===== config.mk =====
export PLATFORM = sky130hd
export DESIGN_NAME = issue_ctrl
export DESIGN_NICKNAME = d
export VERILOG_FILES = /design/src/rtl/issue_ctrl.sv
export SDC_FILE = /design/constraint.sdc
export NUM_CORES = 1
export LEC_CHECK = 0
export CELL_PAD_IN_SITES_DETAIL_PLACEMENT = 1
export CELL_PAD_IN_SITES_GLOBAL_PLACEMENT = 1
export CORE_ASPECT_RATIO = 1.2
export CORE_MARGIN = 5
export CORE_UTILIZATION = 36
export CTS_CLUSTER_DIAMETER = 80
export DETAILED_ROUTE_END_ITERATION = 7
export MAX_ROUTING_LAYER = met4
export PLACE_DENSITY_LB_ADDON = 0.3
export SLEW_MARGIN = 0
export SYNTH_ARGS = -nofsm -noshare
export SYNTH_HDL_FRONTEND = slang
export SYNTH_SLANG_ARGS = --single-unit

===== constraint.sdc =====
create_clock -name s_clk_i -period 4.8 [get_ports s_clk_i]
set_clock_uncertainty 0.2 [all_clocks]
set_input_delay 1.44 -clock s_clk_i [delete_from_list [all_inputs] [get_ports s_clk_i]]
set_output_delay 1.44 -clock s_clk_i [all_outputs]
set_load 0.01 [all_outputs]

===== src/rtl/issue_ctrl.sv =====
// issue_ctrl -- issue stage between decode and execute.
//
// Accepts one decoded instruction per cycle over a valid/ready handshake and
// registers it toward execute. Issue is held for:
//   RAW hazards / WAW counter saturation (s_stall_o = 1),
//   a busy multi-cycle MDU                 (s_stall_o = 2),
//   CSR serialization (drain / wait)        (s_stall_o = 3).
// Register writes in flight are tracked by a per-register pending counter,
// incremented on issue and decremented by writeback release pulses.
//
// Ports:
//   s_clk_i, s_reset_i          clock, synchronous active-high reset
//   s_id_*                      decoded instruction + handshake from decode
//   s_ex_*                      registered instruction + handshake to execute
//   s_flush_i                   squash output register and CSR sequencing
//   s_rel_valid_i/s_rel_rd_i    writeback release of one register write
//   s_mdu_done_i, s_csr_done_i  MDU finished / CSR left pipeline
//   s_stall_o                   stall cause, s_sb_err_o sticky release-underflow
//
// Build option: define ISSUE_BYPASS_EN to let a same-cycle release lower the
// effective pending count used by the RAW/WAW check.
//
// Field encodings: sctrl bits {ZERO2,ZERO1,RFRP2,RFRP1} = [3:0];
// ictrl bit 3 = UNIT_MDU, bit 4 = UNIT_CSR, bit 7 = REG_DEST;
// imiscon 0 = FREE (no misconduct), nonzero = misconduct (e.g. 1 = ILLE).

module issue_ctrl #(
    parameter int unsigned PEND_W = 2
) (
    input  logic        s_clk_i,
    input  logic        s_reset_i,
    input  logic        s_id_valid_i,
    output logic        s_id_ready_o,
    input  logic [4:0]  s_rs1_i,
    input  logic [4:0]  s_rs2_i,
    input  logic [4:0]  s_rd_i,
    input  logic [3:0]  s_sctrl_i,
    input  logic [7:0]  s_ictrl_i,
    input  logic [2:0]  s_imiscon_i,
    input  logic [20:0] s_payload_i,
    input  logic [3:0]  s_f_i,
    output logic        s_ex_valid_o,
    input  logic        s_ex_ready_i,
    output logic [4:0]  s_ex_rs1_o,
    output logic [4:0]  s_ex_rs2_o,
    output logic [4:0]  s_ex_rd_o,
    output logic [3:0]  s_ex_sctrl_o,
    output logic [7:0]  s_ex_ictrl_o,
    output logic [2:0]  s_ex_imiscon_o,
    output logic [20:0] s_ex_payload_o,
    output logic [3:0]  s_ex_f_o,
    input  logic        s_flush_i,
    input  logic        s_rel_valid_i,
    input  logic [4:0]  s_rel_rd_i,
    input  logic        s_mdu_done_i,
    input  logic        s_csr_done_i,
    output logic [1:0]  s_stall_o,
    output logic        s_sb_err_o
);

    localparam int unsigned SCTRL_RFRP1    = 0;
    localparam int unsigned SCTRL_RFRP2    = 1;
    localparam int unsigned SCTRL_ZERO1    = 2;
    localparam int unsigned SCTRL_ZERO2    = 3;
    localparam int unsigned ICTRL_UNIT_MDU = 3;
    localparam int unsigned ICTRL_UNIT_CSR = 4;
    localparam int unsigned ICTRL_REG_DEST = 7;
    localparam logic [2:0]  IMISCON_FREE   = 3'd0;
    localparam logic [PEND_W-1:0] PEND_MAX = '1;

    typedef enum logic [1:0] {ST_NORMAL, ST_DRAIN, ST_CSR_WAIT} state_t;

    state_t            state, state_nx;
    logic [PEND_W-1:0] pend [32];
    logic              mdu_busy;

    logic              free, use1, use2, wr, csr_ins, mdu_ins;
    logic [PEND_W-1:0] eff_rs1, eff_rs2, eff_rd;
    logic              any_pend, csr_clear, hazard, mdu_stall, fsm_ok;
    logic              accept, rel_hit;

    // ---------------------------------------------------------------- decode
    assign free    = (s_imiscon_i == IMISCON_FREE);
    assign use1    = s_sctrl_i[SCTRL_RFRP1] & ~s_sctrl_i[SCTRL_ZERO1] & (s_rs1_i != '0);
    assign use2    = s_sctrl_i[SCTRL_RFRP2] & ~s_sctrl_i[SCTRL_ZERO2] & (s_rs2_i != '0);
    assign wr      = s_ictrl_i[ICTRL_REG_DEST] & (s_rd_i != '0) & free;
    assign csr_ins = free & s_ictrl_i[ICTRL_UNIT_CSR];
    assign mdu_ins = free & s_ictrl_i[ICTRL_UNIT_MDU];
    assign rel_hit = s_rel_valid_i & (s_rel_rd_i != '0);

    // Effective counts seen by the hazard check.
    always_comb begin
        eff_rs1 = pend[s_rs1_i];
        eff_rs2 = pend[s_rs2_i];
        eff_rd  = pend[s_rd_i];
`ifdef ISSUE_BYPASS_EN
        // A release landing this cycle already frees one writer.
        if (rel_hit && s_rel_rd_i == s_rs1_i && eff_rs1 != '0) eff_rs1 = eff_rs1 - PEND_W'(1);
        if (rel_hit && s_rel_rd_i == s_rs2_i && eff_rs2 != '0) eff_rs2 = eff_rs2 - PEND_W'(1);
        if (rel_hit && s_rel_rd_i == s_rd_i  && eff_rd  != '0) eff_rd  = eff_rd  - PEND_W'(1);
`endif
    end

    always_comb begin
        any_pend = 1'b0;
        for (int unsigned i = 0; i < 32; i++) begin
            if (pend[i[4:0]] != '0) any_pend = 1'b1;
        end
    end

    assign csr_clear = ~any_pend & ~s_ex_valid_o & ~mdu_busy;
    assign hazard    = free & ((use1 & (eff_rs1 != '0)) |
                               (use2 & (eff_rs2 != '0)) |
                               (wr   & (eff_rd == PEND_MAX)));
    // A done pulse frees the MDU for an instruction issuing in the same cycle.
    assign mdu_stall = mdu_ins & mdu_busy & ~s_mdu_done_i;

    // ------------------------------------------------------------------ FSM
    always_ff @(posedge s_clk_i) begin
        if (s_reset_i) state <= ST_NORMAL;
        else           state <= state_nx;
    end

    always_comb begin
        state_nx = state;
        if (s_flush_i) begin
            state_nx = ST_NORMAL;
        end else begin
            case (state)
                ST_NORMAL:   if (s_id_valid_i && csr_ins) state_nx = accept ? ST_CSR_WAIT : ST_DRAIN;
                ST_DRAIN:    if (accept) state_nx = ST_CSR_WAIT;
                ST_CSR_WAIT: if (s_csr_done_i) state_nx = ST_NORMAL;
                default:     state_nx = ST_NORMAL;
            endcase
        end
    end

    always_comb begin
        case (state)
            ST_NORMAL: fsm_ok = ~csr_ins | csr_clear;
            ST_DRAIN:  fsm_ok = csr_ins & csr_clear;
            default:   fsm_ok = 1'b0;
        endcase
    end

    assign s_id_ready_o = ~s_flush_i & (~s_ex_valid_o | s_ex_ready_i) &
                          ~hazard & ~mdu_stall & fsm_ok;
    assign accept       = s_id_valid_i & s_id_ready_o;

    always_comb begin
        if (!s_id_valid_i)  s_stall_o = 2'd0;
        else if (!fsm_ok)   s_stall_o = 2'd3;
        else if (hazard)    s_stall_o = 2'd1;
        else if (mdu_stall) s_stall_o = 2'd2;
        else                s_stall_o = 2'd0;
    end

    // ------------------------------------------------------- output register
    always_ff @(posedge s_clk_i) begin
        if (s_reset_i) begin
            s_ex_valid_o   <= 1'b0;
            s_ex_rs1_o     <= '0;
            s_ex_rs2_o     <= '0;
            s_ex_rd_o      <= '0;
            s_ex_sctrl_o   <= '0;
            s_ex_ictrl_o   <= '0;
            s_ex_imiscon_o <= '0;
            s_ex_payload_o <= '0;
            s_ex_f_o       <= '0;
        end else if (s_flush_i) begin
            s_ex_valid_o <= 1'b0;
        end else if (accept) begin
            s_ex_valid_o   <= 1'b1;
            s_ex_rs1_o     <= s_rs1_i;
            s_ex_rs2_o     <= s_rs2_i;
            s_ex_rd_o      <= s_rd_i;
            s_ex_sctrl_o   <= s_sctrl_i;
            s_ex_ictrl_o   <= s_ictrl_i;
            s_ex_imiscon_o <= s_imiscon_i;
            s_ex_payload_o <= s_payload_i;
            s_ex_f_o       <= s_f_i;
        end else if (s_ex_ready_i) begin
            s_ex_valid_o <= 1'b0;
        end
    end

    // ------------------------------------------------------------ scoreboard
    // Flush does not touch the counters: squashed work is still released.
    always_ff @(posedge s_clk_i) begin
        if (s_reset_i) begin
            for (int unsigned i = 0; i < 32; i++) pend[i[4:0]] <= '0;
            s_sb_err_o <= 1'b0;
        end else begin
            for (int unsigned i = 0; i < 32; i++) begin
                if (accept && wr && s_rd_i == i[4:0]) begin
                    if (!(rel_hit && s_rel_rd_i == i[4:0]))
                        pend[i[4:0]] <= pend[i[4:0]] + PEND_W'(1);
                end else if (rel_hit && s_rel_rd_i == i[4:0]) begin
                    if (pend[i[4:0]] == '0) s_sb_err_o <= 1'b1;
                    else                    pend[i[4:0]] <= pend[i[4:0]] - PEND_W'(1);
                end
            end
        end
    end

    always_ff @(posedge s_clk_i) begin
        if (s_reset_i)                mdu_busy <= 1'b0;
        else if (accept && mdu_ins)   mdu_busy <= 1'b1;
        else if (s_mdu_done_i)        mdu_busy <= 1'b0;
    end

endmodule


==> reports/results.tsv <==
metric	value	unit
place.gp.congestion	0.969	
critPathCaptureType	output pin	
synth-warning-count	0	
crit_fanout	6	
p_int	2.12	mW
tns	-0.784	ns
drive_gt1_frac	0.239	
cpLargestDelayFamily	compound AO/OA/AOI/OAI gates	
startpoint_type	input pin	
wire_per_inst	23.1	um
ys_seq_area_frac	0.393	
vias	9183	
sw_frac_of_total	0.299	
crit_slowest_cell	o41ai_4	
sequentialPowerShare	0.406	
clkTransAtPathRegs	0.06	ns
io_pins	128	
route.antenna.remaining_nets	0	
synth_top_area_frac	0.242	
final.min_clock_period	5.08	ns
grt_usage	0.279	
grt_antenna_before_repair	0	
synth_area	7950	um2
ir_drop	0.243	mV
synthDistinctLibCells	73	
pwr-share-comb	0.199	
fin_crit_sh	1.06	
drv_slew	0	
fp.dieH	173	um
vias_per_cell	5.96	
synth_largest_area_cell	edfxtp_1	
hold_path.class	reg -> reg	
clock-sinks	124	
critical_path_buf_inv_count	4	
failed_checks	setup timing	
cp.arrival	3.44	ns
port_buffers	127	
syn-mean-instance-area	7.95	um2
grt_overflow	0	
slew_headroom	0.598	
critPathKind	in -> out	
cts-root-buf	clkbuf_16	
core	21700	um2
crit_chain	buf_6 -> buf_8 -> o41ai_4 -> a311o_1 -> o221ai_2 -> and4_4 -> a211oi_4 -> buf_4 -> nand3_4 -> nor2_4 -> o21a_1 -> buf_2	
fmax	0.197	GHz
synth-edff-count	64	
h-tree-depth	4	
diodes	0	
dp_hpwl	26700	um
cts_buffers	17	
whs	0.253	ns
p_per_area	261	nW/um2
initialDrtViolationCount	681	
final_hold_viol_count	0	
maxCapViolations	0	
row_count	59	
crit_path_max_incr_delay	0.34	ns
ys_ff_latch	124	
area_growth	46.1	%
nets	1324	
async_flop_share	0	
rsz0062_at_grt	true	
ys.flop_type	edfxtp_1	
cts_tree	built	
first_pass_iters	5	
p_leak	4.16	nW
drt-total-wl	35600	um
die_area	25200	um2
syn_inst	1000	
clkPwrFrac	0.395	
clock_latency	0.43	ns
chipWidth	146	um
setup_viol	3	
clockBufferDepth	2	
grt_pass1_wl	54400	um
synth_area_leaders	edfxtp_1 24%, dfxtp_1 15%, nand2_1 8.6%	
grt_pass1_vias	9374	
drc_errors	0	
total_power	3.03	mW
required	3.16	ns
worst_slack	-0.278	ns
start_util	0.366	
p_sw	906	uW
outcome	complete, but fails checks	
worst_pin_slew	0.598	ns
grt_max_degree	57	
==> layer usage <==
layer  part of all wire  vias up  wire length (um)  track usage
li1                   -     4182                 -            -
met1               0.40     4450             14300        0.332
met2               0.47      425             16700        0.441
met3              0.068      126              2430       0.0618
met4              0.061        0              2180        0.150
met5                  0        -                 0            -
==> power by group through the flow <==
stage | Combinational, mW | Clock (mW) | Sequential, mW
3_5_place_dp | 0.538 | 0 | 1.25
2_1_floorplan | 0.248 | 0 | 1.25
3_3_place_gp | 0.529 | 0 | 1.25
6_report | 0.603 | 1.20 | 1.23
4_1_cts | 0.577 | 1.22 | 1.23
5_1_grt | 0.638 | 1.25 | 1.24
==> cells in the final DEF, fill, tap and decap left out, types with 5 or more instances in the layout <==
master / Yosys / final
nor3b_1: 9 / 8
nand3_1: 48 / 43
nand3b_1: 16 / 16
a21oi_1: 80 / 77
inv_1: 12 / 9
nor2b_1: 21 / 17
o21ai_0: 32 / 27
and2_1: 5 / 5
mux4_2: 9 / 9
or3_1: 21 / 18
xor2_1: 12 / 12
dfxtp_1: 60 / 60
clkbuf_2: 0 / 5
buf_6: 1 / 11
buf_4: 0 / 155
xnor2_1: 6 / 6
o21ai_1: 11 / 14
nor3_1: 43 / 41
clkbuf_16: 0 / 17
nand2_1: 182 / 181
nand4_1: 20 / 20
clkdlybuf4s50_1: 0 / 107
a31oi_1: 12 / 10
nor4_1: 12 / 11
nand2b_1: 7 / 7
edfxtp_1: 64 / 64
nor2_1: 117 / 112
clkinv_2: 0 / 5
nand4b_1: 7 / 7
o211ai_1: 33 / 33
or2_2: 8 / 8
==> metrics by stage <==
step	worst slack, ns	utilization	std cells	cell area, um2
6_report	-0.278	0.535	1541	11600
5_1_grt	-0.329	0.535	1541	11600
4_1_cts	-0.399	0.528	1536	11500
3_5_place_dp	-1.24	0.485	1486	10500
3_3_place_gp	-1.19	0.485	1486	10500
2_1_floorplan	0.00116	-	1001	8080
==> flip-flops by register name, summed over array words and instances (netlist names) <==
signal,cells
s_sb_err_o,1
s_ex_rs2_o,5
s_ex_sctrl_o,4
pend,64
state,2
s_ex_ictrl_o,8
s_ex_rs1_o,5
s_ex_rd_o,5
s_ex_valid_o,1
mdu_busy,1
s_ex_f_o,4
s_ex_imiscon_o,3
s_ex_payload_o,21
==> worst paths after layout <==
kind                        to  cells past startpoint         from  slack [ns]
setup / recovery  s_stall_o[1]                     12   s_rs1_i[2]       -0.28
hold / removal     s_ex_f_o[1]                      2  s_ex_f_o[1]        0.25
setup reg to reg    s_sb_err_o                     15  pend[17][0]        0.28
hold reg to reg    s_ex_f_o[1]                      2  s_ex_f_o[1]        0.25
==> layout make-up <==
type                            instances  area (um2)
Multi-Input combinational cell        805        4940
Clock buffer                           18         439
Inverter                               13        53.8
Timing Repair Buffer                  294        2610
Sequential cell                       124        3120
Clock inverter                         13        92.6
Fill cell                            2556       10100
Tap cell                              274         343
==> Yosys cell counts, drive strengths merged, types with 9 or more instances <==
| cell | number |
|---|---|
| clkbuf | 41 |
| nor2b | 21 |
| edfxtp | 64 |
| nor3b | 9 |
| nand3 | 48 |
| nand2 | 182 |
| nand4 | 20 |
| nor2 | 117 |
| nor3 | 44 |
| o21ai | 46 |
| buf | 18 |
| o211ai | 33 |
| xor2 | 12 |
| nor4 | 12 |
| inv | 12 |
| a31oi | 12 |
| dfxtp | 60 |
| or2 | 9 |
| a21oi | 80 |
| or3 | 21 |
| mux4 | 9 |
| nand3b | 16 |
==> cells by family after synthesis <==
group / share of synthesized area
compound gates: 0.187
xor+xnor: 0.0198
fa+ha+maj: 0.00157
buf+inv: 0.0365
flops: 0.393
mux: 0.0309
other cells: 0.000472
simple gates: 0.331
==> tightest hold or removal path, cell delays in order, from the launching register on <==
cell	delay [ns]
dfxtp_1	0.31
nand2_1	0.05
a21oi_1	0.05
==> timing repair <==
action	CTS	global route
pin swaps	23	28
buffers inserted	17	7
hold buffers	0	0
setup endpoints to repair	45	10
cloned	2	0
resized for setup	94	59
Power figures use the tool's default switching activity.
